## src/rtl/divider_unsigned_iterative.sv

```systemverilog
// Multi-cycle 32-bit unsigned restoring divider, BITS_PER_CYCLE quotient bits per clock.
// Optional DIVIDER_ZERO_FASTPATH_EN: a zero divisor skips BUSY and completes at acceptance.

module divider_cla32 (
    input  logic [31:0] a,
    input  logic [31:0] b,
    input  logic        cin,
    output logic [31:0] sum,
    output logic        cout
);
    logic [31:0] g;
    logic [31:0] p;
    logic [32:0] c;
    logic [7:0]  gg;
    logic [7:0]  pg;

    // 4-bit groups: ripple inside a group, group generate/propagate between groups
    always_comb begin
        g    = a & b;
        p    = a ^ b;
        c    = '0;
        gg   = '0;
        pg   = '0;
        c[0] = cin;
        for (int j = 0; j < 8; j++) begin
            gg[j] = g[4*j+3]
                  | (p[4*j+3] & g[4*j+2])
                  | (p[4*j+3] & p[4*j+2] & g[4*j+1])
                  | (p[4*j+3] & p[4*j+2] & p[4*j+1] & g[4*j]);
            pg[j] = &p[4*j +: 4];
            for (int k = 0; k < 3; k++) begin
                c[4*j+k+1] = g[4*j+k] | (p[4*j+k] & c[4*j+k]);
            end
            c[4*j+4] = gg[j] | (pg[j] & c[4*j]);
        end
        sum  = p ^ c[31:0];
        cout = c[32];
    end
endmodule

module divider_unsigned_iterative #(
    parameter int unsigned BITS_PER_CYCLE = 1
) (
    input  logic        clk,
    input  logic        rst,
    input  logic        i_valid,
    output logic        o_ready,
    input  logic [31:0] i_dividend,
    input  logic [31:0] i_divisor,
    output logic        o_valid,
    input  logic        i_ready,
    output logic [31:0] o_quotient,
    output logic [31:0] o_remainder,
    output logic        o_busy
);
    localparam int unsigned ITERS = 32 / BITS_PER_CYCLE;
    localparam int unsigned CNT_W = $clog2(ITERS);

    localparam logic [1:0] S_IDLE = 2'd0;
    localparam logic [1:0] S_BUSY = 2'd1;
    localparam logic [1:0] S_DONE = 2'd2;

    logic [1:0]       state_q, state_d;
    logic [CNT_W-1:0] cnt_q, cnt_d;
    logic [31:0]      dvd_q, dvd_d;
    logic [31:0]      dvs_q, dvs_d;
    logic [31:0]      rem_q, rem_d;
    logic [31:0]      quo_res_q, quo_res_d;
    logic [31:0]      rem_res_q, rem_res_d;
    logic             ready_q, ready_d;
    logic             valid_q, valid_d;
    logic             busy_q, busy_d;

    // dvd shifts dividend bits out at the top and quotient bits in at the bottom
    logic [BITS_PER_CYCLE:0][31:0] rem_s;
    logic [BITS_PER_CYCLE:0][31:0] dvd_s;

    assign rem_s[0] = rem_q;
    assign dvd_s[0] = dvd_q;

    for (genvar k = 0; k < BITS_PER_CYCLE; k++) begin : g_step
        logic [32:0] r33;
        logic [31:0] diff;
        logic        cout;
        logic        ge;

        assign r33 = {rem_s[k], dvd_s[k][31]};
        divider_cla32 u_cla (
            .a   (r33[31:0]),
            .b   (~dvs_q),
            .cin (1'b1),
            .sum (diff),
            .cout(cout)
        );
        // carry out of a + ~b + 1 means a >= b; bit 32 covers divisors above 2^31
        assign ge           = r33[32] | cout;
        assign rem_s[k+1]   = ge ? diff : r33[31:0];
        assign dvd_s[k+1]   = {dvd_s[k][30:0], ge};
    end

    always_comb begin
        state_d   = state_q;
        cnt_d     = cnt_q;
        dvd_d     = dvd_q;
        dvs_d     = dvs_q;
        rem_d     = rem_q;
        quo_res_d = quo_res_q;
        rem_res_d = rem_res_q;
        case (state_q)
            S_IDLE: begin
                if (i_valid && ready_q) begin
                    dvd_d   = i_dividend;
                    dvs_d   = i_divisor;
                    rem_d   = '0;
                    cnt_d   = '0;
                    state_d = S_BUSY;
`ifdef DIVIDER_ZERO_FASTPATH_EN
                    if (i_divisor == 32'd0) begin
                        state_d   = S_DONE;
                        quo_res_d = 32'hFFFF_FFFF;
                        rem_res_d = i_dividend;
                    end
`endif
                end
            end
            S_BUSY: begin
                dvd_d = dvd_s[BITS_PER_CYCLE];
                rem_d = rem_s[BITS_PER_CYCLE];
                cnt_d = cnt_q + CNT_W'(1);
                if (cnt_q == CNT_W'(ITERS - 1)) begin
                    state_d   = S_DONE;
                    quo_res_d = dvd_s[BITS_PER_CYCLE];
                    rem_res_d = rem_s[BITS_PER_CYCLE];
                end
            end
            S_DONE: begin
                if (i_ready) state_d = S_IDLE;
            end
            default: state_d = S_IDLE;
        endcase
        ready_d = (state_d == S_IDLE);
        busy_d  = (state_d == S_BUSY);
        valid_d = (state_d == S_DONE);
    end

    always_ff @(posedge clk) begin
        if (rst) begin
            state_q   <= S_IDLE;
            cnt_q     <= '0;
            dvd_q     <= '0;
            dvs_q     <= '0;
            rem_q     <= '0;
            quo_res_q <= '0;
            rem_res_q <= '0;
            ready_q   <= 1'b1;
            valid_q   <= 1'b0;
            busy_q    <= 1'b0;
        end else begin
            state_q   <= state_d;
            cnt_q     <= cnt_d;
            dvd_q     <= dvd_d;
            dvs_q     <= dvs_d;
            rem_q     <= rem_d;
            quo_res_q <= quo_res_d;
            rem_res_q <= rem_res_d;
            ready_q   <= ready_d;
            valid_q   <= valid_d;
            busy_q    <= busy_d;
        end
    end

    assign o_ready     = ready_q;
    assign o_valid     = valid_q;
    assign o_busy      = busy_q;
    assign o_quotient  = quo_res_q;
    assign o_remainder = rem_res_q;
endmodule

```

## config.mk

```make
export PLATFORM = sky130hd
export DESIGN_NAME = divider_unsigned_iterative
export DESIGN_NICKNAME = d
export VERILOG_FILES = /design/src/rtl/divider_unsigned_iterative.sv
export SDC_FILE = /design/constraint.sdc
export NUM_CORES = 1
export LEC_CHECK = 0
export ABC_AREA = 1
export CORE_ASPECT_RATIO = 1.1
export CORE_UTILIZATION = 50
export DETAILED_ROUTE_END_ITERATION = 16
export GPL_ROUTABILITY_DRIVEN = 0
export PLACE_DENSITY = 0.75
export REMOVE_ABC_BUFFERS = 1
export SYNTH_ARGS = -nofsm -noshare
export SYNTH_HDL_FRONTEND = slang
export SYNTH_HIERARCHICAL = 1
export SYNTH_SLANG_ARGS = --single-unit
export TNS_END_PERCENT = 10
```

## constraint.sdc

```tcl
create_clock -name clk -period 4.05 [get_ports clk]
set_input_delay 1.0125 -clock clk [delete_from_list [all_inputs] [get_ports clk]]
set_output_delay 1.0125 -clock clk [all_outputs]
set_load 0.05 [all_outputs]
```

==> metrics.txt, run 1 <==
leakage around 4.6 nW; Setup Skew roughly 0.0067 ns; synth warn 6; initial antenna violation count 0; kind of critical path reg2reg; RSZ-0062 raised after global routing false; Fmax 0.280 GHz; ys flop type dfxtp_1; H-tree Lvls 4; multi-input logic area roughly 0.0042 mm2; Seq cells post-synth between 150 and 200; met3 wire len between 1 and 1.5 mm; switching power total roughly 1.7 mW; Nets ~1400; vias in the first global route a little over 7000; worst relative slew slack 0.218; Die ar. ~0.018 mm2; Sw Share 0.317; hold buffer count at cts 0; Max FO, Critical Path 3; element type at the critical path start flop; Cells after Synth between 1000 and 1500; Comb pwr share 0.277; CTS tree done; largest net degree at the start of global routing 98; Critical path origin rem_q[2]; Tot GR Track Use 0.243; clock power share 0.366; Slowest-stage cell, CP fa_1; Core ar. approximately 0.016 mm2; status finished, final reports clean; DR WL met2 around 9.7 mm; Max stage delay on crit path ~0.40 ns; met1 WL around 9.5 mm; WL/cell about 14 um; maxcap violations 0; power density of the placed cells 495 mW/mm2; Iteration-0 DRC Markers roughly 430; final slew viol count 0; crit path to rem_q[31]; Final Hold Vio Count 0; R2R cell count 25; RR Endpoint rem_q[31]; CP Capture Type flop; # Post-CTS Setup Buffers 0; CP required ~4.3 ns; total power 5.20 mW; clock tree buffer depth 2; Tmin final about 3.6 ns; Worst R2R Setup Slack 0.48 ns; reg2reg start rem_q[2]; via count ~7700; Hold Crit Class reg2reg; register area approximately 0.0034 mm2; Setup Viol. Count Final 0; fin crit share 0.882; Pint approximately 3.6 mW; Remaining Overflow, GRT 0; routed vias/inst between 5 and 6; root buffer cell clkbuf_16; Die H about 140 um; Post-synth EDFFs 0; Reg clk slew, reported paths 0.06 ns; PortBufs around 130; Post-Syn Area between 0.008 and 0.009 mm2; Worst-Margin Slew around 1.2 ns; final wirelength 20.7 mm; Layout fillers approximately 1500; proportion of layout cells with a drive suffix above 1 0.0557; antenna-violating nets left 0; Remaining DRCs 0; tightest hold margin approximately 0.46 ns; ANT cells 0; synthesized area per cell 7.38 um2; initial core utilization 0.517; clock buffer count from CTS 17; row count roughly 50; cell mode on critical path nand2_2; fraction of registers with async set/reset 0; clk sinks 170; synthesis-to-finish area growth 23.3%; critical path arrival between 3 and 4 ns; Hold Crit Start dvs_q[31]; Worst IR Drop VDD between 0.2 and 0.3 mV; dpl hpwl approximately 12 mm; first-pass GRT wire length 34.3 mm; register area share after synthesis 0.399; DR pass1 iterations 5; Worst-Skew Late Latency approximately 0.42 ns; # IOs roughly 140; post-cts resize count 0; synth unique cells 30; top sig layer met4; sequential share of power 0.357; die span in x 127 um
[cells by family after synthesis]
group	after synthesis	share of synthesized area
XOR/XNOR	8	0.00822
adder cells (fa/ha/maj)	58	0.106
AND/OR/NAND/NOR	459	0.230
buffers and inverters	215	0.109
AO/OA/AOI/OAI	244	0.146
other	1	0.000440
flip-flops	170	0.399
[per-stage QoR]
| stage | area (um2) | setup TNS, ns | setup slack [ns] | util | instances |
|---|---|---|---|---|---|
| 2_1_floorplan | 8130 | -25.47 | -0.808 | - | 1083 |
| 3_3_place_gp | 9830 | 0 | 0.588 | 0.596 | 1431 |
| 3_5_place_dp | 9830 | 0 | 0.511 | 0.596 | 1431 |
| 4_1_cts | 10500 | 0 | 0.485 | 0.638 | 1460 |
| 5_1_grt | 10500 | 0 | 0.273 | 0.638 | 1460 |
| 6_report | 10500 | 0 | 0.480 | 0.638 | 1460 |
[power groups by stage]
stage               sequential, mW  clock, mW  combinational, mW
floorplan                     1.89          0               1.01
global placement              1.89          0               1.38
detailed placement            1.89          0               1.41
CTS                           1.86       1.93               1.44
global route                  1.87       2.00               1.65
finish                        1.86       1.90               1.44
[synth_stat cells (all sizes together), types with 5 or more instances]
cell type / count / share of area
nand2: 263 / 0.12
fa: 24 / 0.056
a21oi: 168 / 0.099
buf: 44 / 0.034
ha: 34 / 0.050
dfxtp: 170 / 0.40
clkbuf: 29 / 0.013
nand3: 136 / 0.080
o21ai: 68 / 0.040
xor2: 5 / 0.0051
nor2: 56 / 0.027
inv: 141 / 0.062
[layout by cell type, fill, tap and decap left out]
cell,count
o21ai_0,32
nand3b_1,1
a21oi_1,168
nor2_2,3
conb_1,2
nand2_4,2
xnor2_1,3
nor2_1,51
nand2_1,246
clkbuf_1,1
nor2_4,2
fa_1,24
or2_2,1
nand3_1,136
buf_12,1
a221o_1,3
dfxtp_1,170
o21ai_1,36
inv_1,135
nand2_2,15
inv_2,6
clkdlybuf4s50_1,133
a41oi_1,2
bufinv_16,7
and3_2,1
a31oi_1,3
nand4_1,1
xor2_1,5
clkinv_2,2
clkbuf_16,17
ha_1,34
buf_4,10
clkbuf_8,3
[how the worst min path moves through the flow]
stage,end,slack [ns],cells after the start
global route,o_quotient[5],0.48,2
global placement,dvs_q[7],0.45,2
CTS,o_quotient[4],0.46,2
floorplan,o_quotient[2],0.43,2
finish,dvs_q[31],0.46,2
detailed placement,o_quotient[5],0.45,2
[critical path: cells and delay by family (launching register included)]
family | cells | cell delay [ns]
buffers and inverters | 1 | 0.05
adder cells (fa/ha/maj) | 4 | 1.53
AND/OR/NAND/NOR | 18 | 1.28
flip-flops | 1 | 0.33
AO/OA/AOI/OAI | 1 | 0.08
XOR/XNOR | 1 | 0.15
[sequential cells by signal (all words and copies together) (netlist names)]
| name | count |
|---|---|
| dvd_q | 32 |
| o_quotient | 32 |
| rem_q | 32 |
| state_q | 2 |
| o_busy | 1 |
| o_ready | 1 |
| o_remainder | 32 |
| o_valid | 1 |
| cnt_q | 5 |
| dvs_q | 32 |
[layout make-up]
class,count,area share
Clock buffer,21,0.0447
Clock inverter,8,0.0205
Inverter,142,0.0508
Multi-Input combinational cell,771,0.400
Sequential cell,170,0.324
Tap cell,204,0.0243
Timing Repair Buffer,144,0.136
[metal layers]
layer | global-route usage | up-vias
met5 | 0 | -
met4 | 0.0767 | 0
met1 | 0.321 | 3545
met2 | 0.391 | 205
met3 | 0.0563 | 17
li1 | - | 3900
(Power assumes the default switching activity.)
==> inputs of run 2 (changes only) <==
--- a/config.mk
+++ b/config.mk
@@ -6,6 +6,7 @@
 export NUM_CORES = 1
 export LEC_CHECK = 0
 export ABC_AREA = 1
+export CAP_MARGIN = 0
 export CORE_ASPECT_RATIO = 1.1
 export CORE_UTILIZATION = 50
 export DETAILED_ROUTE_END_ITERATION = 16
==> results of run 2 <==
Final layout, timing and power as in run 1 (identical DEF).
